### config.mk
export PLATFORM = sky130hd
export DESIGN_NAME = store_buffer
export DESIGN_NICKNAME = d
export VERILOG_FILES = /design/src/rtl/cache_pkg.sv /design/src/rtl/sb_fwd_select.sv /design/src/rtl/store_buffer.sv
export SDC_FILE = /design/constraint.sdc
export NUM_CORES = 1
export LEC_CHECK = 0
export ABC_AREA = 1
export CORE_MARGIN = 2
export CORE_UTILIZATION = 45
export CTS_BUF_LIST = sky130_fd_sc_hd__clkbuf_8 sky130_fd_sc_hd__clkbuf_16
export DETAILED_ROUTE_END_ITERATION = 6
export PLACE_DENSITY_LB_ADDON = 0.15
export SETUP_SLACK_MARGIN = 0.3
export SYNTH_ARGS = -nofsm -noshare
export SYNTH_HDL_FRONTEND = slang
export SYNTH_SLANG_ARGS = --single-unit
export TNS_END_PERCENT = 1
### constraint.sdc
create_clock -name clk -period 11.2 [get_ports clk]
set_input_delay 1.68 -clock clk [delete_from_list [all_inputs] [get_ports clk]]
set_output_delay 1.68 -clock clk [all_outputs]
set_load 0.05 [all_outputs]
### src/rtl/cache_pkg.sv
// Shared cache-side types: memory request struct, access sizes and the
// store-buffer entry, plus helpers for byte masks and load extension.
package cache_pkg;

  localparam int XLEN = 32;
  localparam int AW   = 32;

  typedef enum logic [1:0] {
    SIZE_BYTE = 2'd0,
    SIZE_HALF = 2'd1,
    SIZE_WORD = 2'd2
  } mem_size_t;

  typedef struct packed {
    logic            enable;
    logic [AW-1:0]   address;
    logic [XLEN-1:0] data;
    mem_size_t       size;
    logic            use_unsigned;
  } mem_data_t;

  // One buffered store; mask marks the bytes it writes within its word.
  typedef struct packed {
    mem_data_t  mem;
    logic [3:0] mask;
  } sb_entry_t;

  function automatic logic [3:0] size_to_mask(mem_size_t size, logic [1:0] offset);
    logic [3:0] m;
    case (size)
      SIZE_BYTE: m = 4'b0001 << offset;
      SIZE_HALF: m = 4'b0011 << offset;
      default:   m = 4'b1111;
    endcase
    return m;
  endfunction

  // Store data is lane-aligned, so the load's bytes sit at offset*8.
  function automatic logic [XLEN-1:0] extend_load(logic [XLEN-1:0] word, logic [1:0] offset,
                                                  mem_size_t size, logic use_unsigned);
    logic [XLEN-1:0] sh;
    logic [XLEN-1:0] r;
    sh = word >> {offset, 3'b000};
    case (size)
      SIZE_BYTE: r = use_unsigned ? {24'b0, sh[7:0]}  : {{24{sh[7]}}, sh[7:0]};
      SIZE_HALF: r = use_unsigned ? {16'b0, sh[15:0]} : {{16{sh[15]}}, sh[15:0]};
      default:   r = sh;
    endcase
    return r;
  endfunction

endpackage

### src/rtl/sb_fwd_select.sv
// Youngest-match priority select over the buffered stores plus the
// coverage check that decides forward / stall for the current load.
// STORE_BUFFER_FWD_EN enables the forward mux; without it any word match
// only stalls the load.
module sb_fwd_select
  import cache_pkg::*;
#(
  parameter int N_ENTRIES  = 4,
  parameter int ADDR_WIDTH = 32
) (
  input  sb_entry_t [N_ENTRIES-1:0]         entries_i,
  input  logic [N_ENTRIES-1:0]              valid_i,
  input  logic [$clog2(N_ENTRIES)-1:0]      head_i,
  input  mem_data_t                         load_i,
  output logic                              hit_o,
  output logic                              stall_o,
  output logic [XLEN-1:0]                   data_o
);

  localparam int IDX_W = $clog2(N_ENTRIES);

  logic             found;
  logic [IDX_W-1:0] win;
  logic [IDX_W-1:0] idx;
  logic             unused_ok;

  // Walk oldest to youngest from head; the last match seen is the youngest.
  always_comb begin
    found = 1'b0;
    win   = '0;
    idx   = '0;
    for (int k = 0; k < N_ENTRIES; k++) begin
      idx = head_i + IDX_W'(k);
      if (valid_i[idx] &&
          entries_i[idx].mem.address[ADDR_WIDTH-1:2] == load_i.address[ADDR_WIDTH-1:2]) begin
        found = 1'b1;
        win   = idx;
      end
    end
  end

`ifdef STORE_BUFFER_FWD_EN
  logic [3:0] lmask;
  logic [3:0] ovl;

  // Full coverage forwards, partial overlap stalls, disjoint bytes do neither.
  always_comb begin
    lmask   = size_to_mask(load_i.size, load_i.address[1:0]);
    ovl     = entries_i[win].mask & lmask;
    hit_o   = load_i.enable && found && (ovl == lmask);
    stall_o = load_i.enable && found && (|ovl) && (ovl != lmask);
    data_o  = '0;
    if (hit_o)
      data_o = extend_load(entries_i[win].mem.data, load_i.address[1:0],
                           load_i.size, load_i.use_unsigned);
  end
`else
  // Forwarding disabled: any buffered store to the same word holds the load.
  always_comb begin
    hit_o   = 1'b0;
    stall_o = load_i.enable && found;
    data_o  = '0;
  end
`endif

  assign unused_ok = ^{entries_i, load_i, win};

endmodule

### src/rtl/store_buffer.sv
// Committed-store FIFO between the memory stage and the dcache. Drains
// oldest-first when no load owns the cache and forwards to younger loads.
// Optional macro: STORE_BUFFER_FWD_EN (store-to-load data forwarding).
// Valid/ready: a transfer happens on a cycle where the producer's enable
// and the consumer's ready are both high at the clock edge; enable never
// depends on ready.
module store_buffer
  import cache_pkg::*;
#(
  parameter int N_ENTRIES  = 4,
  parameter int ADDR_WIDTH = 32,
  parameter int REG_WIDTH  = 32
) (
  input  logic                         clk,
  input  logic                         rst,
  input  mem_data_t                    i_st,
  output logic                         o_st_ready,
  input  mem_data_t                    i_load,
  output logic                         o_fwd_hit,
  output logic [REG_WIDTH-1:0]         o_fwd_data,
  output logic                         o_fwd_stall,
  output mem_data_t                    o_drain,
  input  logic                         i_drain_ready,
  output logic                         o_empty,
  output logic [$clog2(N_ENTRIES):0]   o_count
);

  localparam int IDX_W = $clog2(N_ENTRIES);

  sb_entry_t [N_ENTRIES-1:0] entries_q;
  logic [N_ENTRIES-1:0]      valid_q;
  logic [IDX_W:0]            head_q, head_d;
  logic [IDX_W:0]            tail_q, tail_d;
  logic                      full;
  logic                      push;
  logic                      pop;
  logic [XLEN-1:0]           fwd_data;

  assign full       = (head_q[IDX_W-1:0] == tail_q[IDX_W-1:0]) && (head_q[IDX_W] != tail_q[IDX_W]);
  assign o_empty    = (head_q == tail_q);
  assign o_count    = tail_q - head_q;
  assign o_st_ready = !full;
  assign push       = i_st.enable && o_st_ready;
  assign pop        = o_drain.enable && i_drain_ready;

  // Present the head entry to the dcache; a pending load owns the cache.
  always_comb begin
    o_drain        = entries_q[head_q[IDX_W-1:0]].mem;
    o_drain.enable = !o_empty && !i_load.enable;
  end

  // Pointer advance; the extra top bit flips on every wrap.
  always_comb begin
    head_d = head_q;
    tail_d = tail_q;
    if (pop)  head_d = head_q + 1'b1;
    if (push) tail_d = tail_q + 1'b1;
  end

  // Entry storage, valid bits and pointers.
  always_ff @(posedge clk or posedge rst) begin
    if (rst) begin
      entries_q <= '0;
      valid_q   <= '0;
      head_q    <= '0;
      tail_q    <= '0;
    end else begin
      if (pop)
        valid_q[head_q[IDX_W-1:0]] <= 1'b0;
      if (push) begin
        entries_q[tail_q[IDX_W-1:0]].mem  <= i_st;
        entries_q[tail_q[IDX_W-1:0]].mask <= size_to_mask(i_st.size, i_st.address[1:0]);
        valid_q[tail_q[IDX_W-1:0]]        <= 1'b1;
      end
      head_q <= head_d;
      tail_q <= tail_d;
    end
  end

  sb_fwd_select #(
    .N_ENTRIES (N_ENTRIES),
    .ADDR_WIDTH(ADDR_WIDTH)
  ) u_fwd (
    .entries_i(entries_q),
    .valid_i  (valid_q),
    .head_i   (head_q[IDX_W-1:0]),
    .load_i   (i_load),
    .hit_o    (o_fwd_hit),
    .stall_o  (o_fwd_stall),
    .data_o   (fwd_data)
  );

  assign o_fwd_data = REG_WIDTH'(fwd_data);

endmodule

==> results of run 1 <==
worst max path at each step:
stage               startpoint             end  slack (ns)  cells past startpoint
floorplan                  rst  entries_q[100]        1.85                      1
global route         head_q[1]     o_fwd_stall        3.33                     18
detailed placement   head_q[1]     o_fwd_stall        4.20                     18
CTS                  head_q[1]     o_fwd_stall        3.63                     18
global placement     head_q[1]     o_fwd_stall        4.27                     19
finish               head_q[1]     o_fwd_stall        3.61                     19
cell usage after synthesis:
cell type  instances
buf_2             47
nand2_1         1443
conb_1             1
buf_6              2
nor3_1             1
dfrtp_1          278
o21ai_0           76
nand4_1           18
fa_1               1
nand3_1          371
clkbuf_1          58
xor2_1             9
buf_1             16
buf_4             44
ha_1              10
nor2_1           117
o22ai_1           37
inv_1            101
inv_2              6
per-layer routing:
metal	up-vias	wire, um	global-route usage, %
li1	8436	-	-
met1	8217	23080	37.36
met2	779	26220	48.02
met3	155	5116	6.728
met4	6	2575	13.37
met5	-	44	0
registers in the layout (all words and copies together) (netlist names):
register and cells:
head_q 3, entries_q 268, valid_q 4, tail_q 3
layout make-up:
cell class	instances	area (um2)
Clock buffer	38	905.9
Multi-Input combinational cell	2116	8802
Inverter	107	415.4
Sequential cell	278	6964
Fill cell	3644	16990
Tap cell	468	585.6
Clock inverter	23	234.0
Antenna cell	1	2.502
Timing Repair Buffer	193	1887
per-stage QoR:
stage	instance area [um2]	utilization (%)	hold WS, ns	setup WS, ns
2_1_floorplan	17010	-	0.4436	1.855
3_3_place_gp	18650	50.71	0.4563	4.270
3_5_place_dp	18650	50.71	0.4595	4.205
4_1_cts	19790	53.81	0.4755	3.631
5_1_grt	19800	53.82	0.4938	3.327
6_report	19800	53.82	0.4715	3.611
worst max-delay path: stages (launching register included):
cell and delay (ns):
dfrtp_4 0.77, clkinv_2 0.74, ha_2 0.61, buf_4 0.63
inv_2 0.04, buf_4 0.39, nand3_1 0.22, nand2_1 0.06
nand2_1 0.12, nand2_1 0.06, nor2_1 0.16, nand2_1 0.08
inv_1 0.06, nand2_1 0.05, nor2_1 0.17, nand2_1 0.07
nand2_1 0.07, nor2_1 0.09, nor2_1 0.11, clkdlybuf4s50_1 0.80
cell families (layout without fill, tap and decap cells):
group	after synthesis	count (layout)	synth area share, %
XOR/XNOR	9	9	0.4666
AO/OA/AOI/OAI	113	113	3.622
buffers and inverters	274	361	7.503
AND/OR/NAND/NOR	1950	1950	46.35
flip-flops	278	278	41.18
adder cells (fa/ha/maj)	11	11	0.8591
other	1	34	0.02220
==> reports/summary.txt, run 1 <==
status: finished with violations
failing checks: design-rule violations
Core Footprint: 0.03679 mm2
Synth Cell Area: 0.01689 mm2
reg2reg end: entries_q[65]
share of cells above drive strength 1: 3.267%
leading cell type in the layout, fill and taps excluded: nand2_1
synth top area cells: dfrtp_1, nand2_1, nand3_1
worst clock skew: 0.01868 ns
min-delay src: entries_q[86]
PortBufs: 175
TritonCTS clock tree: built
Tcrit/Tclk final: 67.76%
commonest non-fill, non-tap cells in the layout: nand2_1, nand3_1, dfrtp_1
CP Max Fanout: 63
Max Freq: 0.1318 GHz
Worst Path Required: 9.52 ns
deepest clock path buffer count: 3
CTS buffer count: 34
Hold EP: entries_q[86]
final hold vios: 0
CP Class: flop to output pin
initial core utilization: 45.93%
Worst slew margin: 28.10%
DR iter-0 viols: 1521
crit path DAT: 5.91 ns
DRC Markers: 6
Via Count: 17590
sequential area share after synthesis: 41.18%
fin crit period: 7.589 ns
WL per Instance: 17.69 um
initial antenna violation count: 5
Global Route Usage Sum: 29.45%
clk_lat worst skew: 0.52 ns
Non-Filler Instances: 3224
RSZ-0062 raised after global routing: false
Hold Path Depth: 2
Clock Sinks: 278
buffers inserted by post-CTS timing repair: 0
Yosys Warn Count: 0
Resized Gates After CTS: 0
Synth top area share: 41.18%
H-tree lvl count: 2
CTS root buf: clkbuf_16
largest net degree at the start of global routing: 135
syn avg cell area: 6.409 um2
FF-to-FF setup slack: 6.34 ns
FP Rows: 70
distinct cell type count after synthesis: 19
Vias/cell: 5.457
R2R cell count: 10
Hold Path Class: flop to flop
CTS hold repair buffers: 0
Post-Route WL: 57040 um
Die Height: 197.8 um
worst slew pin tran: 1.078 ns
GP Congestion: 0.9264
DR pass1 iterations: 7
synthesis-stage register bit count: 278
number of max-cap violations: 0
Fin Setup TNS: 0 ns
IO Count: 246
cell count after synthesis: 2636
endpoints failing setup: 0
dominant cell type by area after synthesis: dfrtp_1
post-route ant nets: 0
vias in the first global route: 16780
Final #Nets: 2880
dpl cells: 3162
DP HPWL: 35150 um
Area Growth Syn to Fin: 17.18%
Die Width: 197.8 um
max-slew violations: 0
global-route wire length before repair: 90100 um
RR Startpoint: head_q[1]
global route overflow: 0
register clock-pin slew on the reported worst setup and hold paths: 0.06 ns
CP Launch Type: flop
die area: 0.03911 mm2
Critical Path Sink Type: output pin
Power of run 1 is not shown: default switching activity piles up to over one toggle a cycle in this logic, so the estimate is an artifact.
==> run 2, diff against run 1 <==
==> constraint.sdc (replaced) <==
create_clock -name clk -period 7.85 [get_ports clk]
set_input_delay 1.1775 -clock clk [delete_from_list [all_inputs] [get_ports clk]]
set_output_delay 1.1775 -clock clk [all_outputs]
set_load 0.05 [all_outputs]
==> run 2 against run 1 <==
- the run now ends clean
- non-clock buffer count increased by 3
- via count is 0.22% lower
- register-to-register slack lost 2.7 ns
- die area did not move
- worst hold slack barely moved
- critical endpoint unchanged
==> reports/summary.txt, run 2 (synthesis results as in run 1) <==
Worst path slowest cell: buf_4 (was clkdlybuf4s50_1)
Worst slew margin: 23.19% (was 28.10%)
FP Rows: 70 (unchanged)
Post-Route WL: 57450 um (was 57040 um)
CP Class: flop to output pin (unchanged)
Tcrit/Tclk final: 81.80%
Worst Path Required: 6.67 ns (was 9.52 ns)
Hold Path Class: flop to flop (unchanged)
RSZ-0062 raised after global routing: false (unchanged)
PortBufs: 175 (unchanged)
DR iter-0 viols: 1979 (was 1521)
DP HPWL: 35710 um (was 35150 um)
Global Route Usage Sum: 29.66% (was 29.45%)
fin util: 53.98% (was 53.82%)
DRC Markers: 0 (was 6)
worst slew pin tran: 1.152 ns (was 1.078 ns)
R2R cell count: 11 (was 10)
die area: 0.03911 mm2 (unchanged)
endpoints failing setup: 0 (unchanged)
Via Count: 17560 (was 17590)
CTS hold repair buffers: 0 (unchanged)
Die Height: 197.8 um (unchanged)
CP Launch Type: flop (unchanged)
post-route ant nets: 0 (unchanged)
Core Footprint: 0.03679 mm2 (unchanged)
Largest regs: entries_q: 268 flops, valid_q: 4 flops (unchanged)
Fin Setup TNS: 0 ns (unchanged)
CTS root buf: clkbuf_16 (unchanged)
number of max-cap violations: 0 (unchanged)
Critical Path Sink Type: output pin (unchanged)
Hold Path Depth: 2 (unchanged)
deepest clock path buffer count: 3 (unchanged)
critical path's largest stage delay: 0.95 ns (was 0.80 ns)
min-delay src: entries_q[98] (was entries_q[86])
H-tree lvl count: 2 (unchanged)
max-slew violations: 0 (unchanged)
reg2reg end: entries_q[25] (was entries_q[65])
share of cells above drive strength 1: 3.266% (was 3.267%)
Area Growth Syn to Fin: 17.54% (was 17.18%)
Hold EP: entries_q[98] (was entries_q[86])
register clock-pin slew on the reported worst setup and hold paths: 0.06 ns (about the same)
clk_lat worst skew: 0.53 ns (was 0.52 ns)
Final #Nets: 2883 (was 2880)
WL per Instance: 17.80 um (was 17.69 um)
global route overflow: 0 (unchanged)
RR Startpoint: head_q[1] (unchanged)
vias in the first global route: 16760 (was 16780)
leading cell type in the layout, fill and taps excluded: nand2_1 (unchanged)
largest net degree at the start of global routing: 104 (was 135)
CTS buffer count: 34 (unchanged)
status: finished clean (was finished with violations)
number of flip-flops in the largest register: 268 (unchanged)
initial antenna violation count: 8 (was 5)
global-route wire length before repair: 90710 um (was 90100 um)
GP Congestion: 0.9229 (was 0.9264)
fin crit period: 6.422 ns
buffers inserted by post-CTS timing repair: 0 (unchanged)
worst slack at placement: 2.109 ns (was 4.205 ns)
Vias/cell: 5.440 (was 5.457)
final hold vios: 0 (unchanged)
most used cell, CP: nand2_1 (unchanged)
DR pass1 iterations: 6 (was 7)
initial core utilization: 45.93% (unchanged)
Critical Path, Cell by Cell: buf_4 -> buf_4 -> nand2_1 -> nand3_1 -> nand3_1 -> nand2_1 -> nand3_1 -> nor2_1 -> nand2_1 -> nor2_1 -> nand2_1 -> nand2_1 -> nor2_1 -> nor2_1 -> clkdlybuf4s50_1 (was clkinv_2 -> ha_2 -> buf_4 -> inv_2 -> buf_4 -> nand3_1 -> nand2_1 -> nand2_1 -> nand2_1 -> nor2_1 -> nand2_1 -> inv_1 -> nand2_1 -> nor2_1 -> nand2_1 -> nand2_1 -> nor2_1 -> nor2_1 -> clkdlybuf4s50_1)
FF-to-FF setup slack: 3.62 ns (was 6.34 ns)
Die Width: 197.8 um (unchanged)
TritonCTS clock tree: built (unchanged)
Clock Sinks: 278 (unchanged)
Biggest register: entries_q (unchanged)
crit path DAT: 5.24 ns (was 5.91 ns)
Max Freq: 0.1557 GHz
Resized Gates After CTS: 0 (unchanged)
IO Count: 246 (unchanged)
final setup margin: 1.428 ns (was 3.611 ns)
worst clock skew: 0.01763 ns (was 0.01868 ns)
CP Max Fanout: 103 (was 63)
Fillers: 3642 (was 3644)
commonest non-fill, non-tap cells in the layout: nand2_1, nand3_1, dfrtp_1 (unchanged)
==> run 2: worst max path at each step <==
stage                    from              to  slack [ns]  cells past startpoint
detailed placement  head_q[0]     o_fwd_stall        2.11                     15
global placement    head_q[0]     o_fwd_stall        2.11                     15
finish              head_q[0]     o_fwd_stall        1.43                     15
global route        head_q[0]     o_fwd_stall        1.14                     15
floorplan                 rst  entries_q[100]        2.99                      1
CTS                 head_q[0]     o_fwd_stall        1.54                     15
==> run 2: layer usage <==
layer,routed length (um),global-route usage [%],vias to the layer above
met1,23770,39.00,8210
met3,4986,5.740,150
met4,2262,13.03,6
met5,40,0,-
met2,26400,47.73,742
li1,-,-,8447
==> run 2: worst max-delay path, delay by kind of cell (launching register included) <==
kind / cells / cell delay, ns
flops: 1 / 0.64
simple gates: 12 / 1.45
buf+inv: 3 / 2.49
==> run 2: per-stage QoR <==
step                      cells  cell area (um2)  hold WS (ns)
after floorplan            2668            17020        0.4436
after detailed placement   3165            18690        0.4595
final                      3227            19860        0.4712
after global placement     3165            18690        0.4564
after global routing       3227            19860        0.4878
after CTS                  3224            19850        0.4756
==> run 2: area by class of cell <==
type,instances,area (um2),area share (%)
sequential,278,6964,35.07
timing repair buffer,196,1922,9.679
multi-input combinational,2116,8802,44.33
tap,468,585.6,2.949
clock inverter,15,163.9,0.8255
clock buffer,44,999.7,5.035
antenna,3,7.507,0.03781
inverter,107,411.6,2.073
Power of run 2 is left out for the same reason.
==> run 3, diff against run 2 <==
==> constraint.sdc (replaced) <==
create_clock -name clk -period 5.9 [get_ports clk]
set_input_delay 0.885 -clock clk [delete_from_list [all_inputs] [get_ports clk]]
set_output_delay 0.885 -clock clk [all_outputs]
set_load 0.05 [all_outputs]
==> run 3 against run 2 <==
- routed wire length down 0.44%
- die area stayed put
- via count fell by 0.36%
- core utilization about the same
- cell count fell by 0.12%
- first-iteration DRC count shrank 14%
- worst hold slack hardly changed
- non-clock buffer count fell by 2
- critical endpoint unchanged
- largest cell class unchanged
==> reports/summary.txt, run 3 (synthesis results as in run 1) <==
number of flip-flops in the largest register: 268 (unchanged)
CP Class: flop to output pin (unchanged)
WHS: 0.4712 ns (about the same)
Worst slew margin: 27.62% (was 23.19%)
worst clock skew: 0.02467 ns (was 0.01763 ns)
Fillers: 3658 (was 3642)
WL per Instance: 17.75 um (was 17.80 um)
reg2reg end: entries_q[254] (was entries_q[25])
Via Count: 17490 (was 17560)
global-route wire length before repair: 89470 um (was 90710 um)
Final #Nets: 2881 (was 2883)
Max Freq: 0.1991 GHz
IO Count: 246 (unchanged)
Post-Route WL: 57200 um (was 57450 um)
TritonCTS clock tree: built (unchanged)
Core Footprint: 0.03679 mm2 (unchanged)
Hold Path Class: flop to flop (unchanged)
max-slew violations: 0 (unchanged)
DP HPWL: 35130 um (was 35710 um)
R2R cell count: 11 (unchanged)
Global Route Usage Sum: 29.33% (was 29.66%)
deepest clock path buffer count: 3 (unchanged)
vias in the first global route: 16540 (was 16760)
fin crit period: 5.022 ns
DR iter-0 viols: 1700 (was 1979)
multi-input logic area: 0.008802 mm2 (unchanged)
CP Max Fanout: 56 (was 103)
clk_lat worst skew: 0.54 ns (was 0.53 ns)
Storage cell area: 0.006964 mm2 (unchanged)
Hold Path Depth: 2 (unchanged)
Critical Path Sink Type: output pin (unchanged)
critical path's largest stage delay: 0.66 ns (was 0.95 ns)
share of cells above drive strength 1: 3.268% (was 3.266%)
FF-to-FF setup slack: 2.26 ns (was 3.62 ns)
Vias/cell: 5.427 (was 5.440)
commonest non-fill, non-tap cells in the layout: nand2_1, nand3_1, dfrtp_1 (unchanged)
Largest regs: entries_q: 268 flops, valid_q: 4 flops (unchanged)
DR pass1 iterations: 6 (unchanged)
Biggest register: entries_q (unchanged)
most used cell, CP: nand2_1 (unchanged)
status: finished clean (unchanged)
number of max-cap violations: 0 (unchanged)
RSZ-0062 raised after global routing: false (unchanged)
GP Congestion: 0.9291 (was 0.9229)
Die Width: 197.8 um (unchanged)
Tcrit/Tclk final: 85.12%
min-delay src: entries_q[89] (was entries_q[98])
die area: 0.03911 mm2 (unchanged)
CTS buffer count: 34 (unchanged)
Fin Setup TNS: 0 ns (unchanged)
worst slew pin tran: 1.086 ns (was 1.152 ns)
FP Rows: 70 (unchanged)
Resized Gates After CTS: 0 (unchanged)
CTS root buf: clkbuf_16 (unchanged)
Worst path slowest cell: dfrtp_4 (was buf_4)
global route overflow: 0 (unchanged)
DRC Markers: 0 (unchanged)
Hold EP: entries_q[89] (was entries_q[98])
leading cell type in the layout, fill and taps excluded: nand2_1 (unchanged)
initial core utilization: 45.93% (unchanged)
initial antenna violation count: 5 (was 8)
crit path DAT: 4.14 ns (was 5.24 ns)
Critical Path, Cell by Cell: clkinv_2 -> buf_4 -> buf_4 -> nand3_1 -> nand3_1 -> nand2_1 -> inv_1 -> nand2_1 -> nor2_1 -> nand2_1 -> nor2_1 -> nand2_1 -> nand2_1 -> nor2_1 -> nor2_1 -> buf_12 (was buf_4 -> buf_4 -> nand2_1 -> nand3_1 -> nand3_1 -> nand2_1 -> nand3_1 -> nor2_1 -> nand2_1 -> nor2_1 -> nand2_1 -> nand2_1 -> nor2_1 -> nor2_1 -> clkdlybuf4s50_1)
largest net degree at the start of global routing: 202 (was 104)
post-route ant nets: 0 (unchanged)
register clock-pin slew on the reported worst setup and hold paths: 0.06 ns (about the same)
Area Growth Syn to Fin: 17.49% (was 17.54%)
buffers inserted by post-CTS timing repair: 0 (unchanged)
H-tree lvl count: 2 (unchanged)
PortBufs: 175 (unchanged)
CTS hold repair buffers: 0 (unchanged)
CP Launch Type: flop (unchanged)
Clock Sinks: 278 (unchanged)
final hold vios: 0 (unchanged)
Worst Path Required: 5.02 ns (was 6.67 ns)
endpoints failing setup: 0 (unchanged)
RR Startpoint: head_q[1] (unchanged)
Die Height: 197.8 um (unchanged)
## run 3: changes by cell type in the layout (fill, tap and decap cells not counted)
cell / before / now
clkinv_8: 2 / 1
inv_1: 104 / 103
buf_4: 20 / 14
clkbuf_8: 9 / 8
clkbuf_16: 35 / 34
bufinv_16: 3 / 2
clkinv_2: 4 / 8
clkdlybuf4s50_1: 175 / 174
diode_2: 3 / 1
inv_16: 0 / 1
buf_12: 1 / 6
## run 3: final cells by class
class | instances | share of cell area [%]
Multi-Input combinational cell | 2116 | 44.35
Sequential cell | 278 | 35.09
Timing Repair Buffer | 194 | 9.910
Clock buffer | 42 | 4.841
Tap cell | 468 | 2.950
Inverter | 107 | 2.074
Clock inverter | 17 | 0.7754
Antenna cell | 1 | 0.01261
## run 3: metrics by stage
| step | util [%] | worst slack (ns) | cell area (um2) | cells |
|---|---|---|---|---|
| global route | 53.96 | 0.7051 | 19850 | 3223 |
| CTS | 53.95 | 0.9373 | 19850 | 3222 |
| detailed placement | 50.92 | 1.519 | 18730 | 3163 |
| finish | 53.96 | 0.8782 | 19850 | 3223 |
| floorplan | - | 1.336 | 17020 | 2668 |
| global placement | 50.92 | 1.535 | 18730 | 3163 |
## run 3: per-layer routing
metal	part of all wire (%)	vias to the layer above	track usage, %
met5	0.072	-	0
met4	3.2	6	11.75
met2	47	729	48.10
li1	-	8437	-
met1	41	8193	38.13
met3	9.0	127	5.876
## run 3: how the worst max path moves through the flow
stage                     slack (ns)             end  startpoint  depth (start not counted)
after global placement          1.54     o_fwd_stall   head_q[1]                         16
after global routing            0.71     o_fwd_stall   head_q[1]                         16
after CTS                       0.94     o_fwd_stall   head_q[1]                         16
after detailed placement        1.52     o_fwd_stall   head_q[1]                         16
final                           0.88     o_fwd_stall   head_q[1]                         16
after floorplan                 1.34  entries_q[100]         rst                          1
## run 3: worst max-delay path: cells and delay by family, from the launching register on
kind,cells,cell delay (ns)
buffers and inverters,5,1.57
DFF,1,0.66
and+or+nand+nor,11,1.32
Power of run 3 is left out for the same reason.
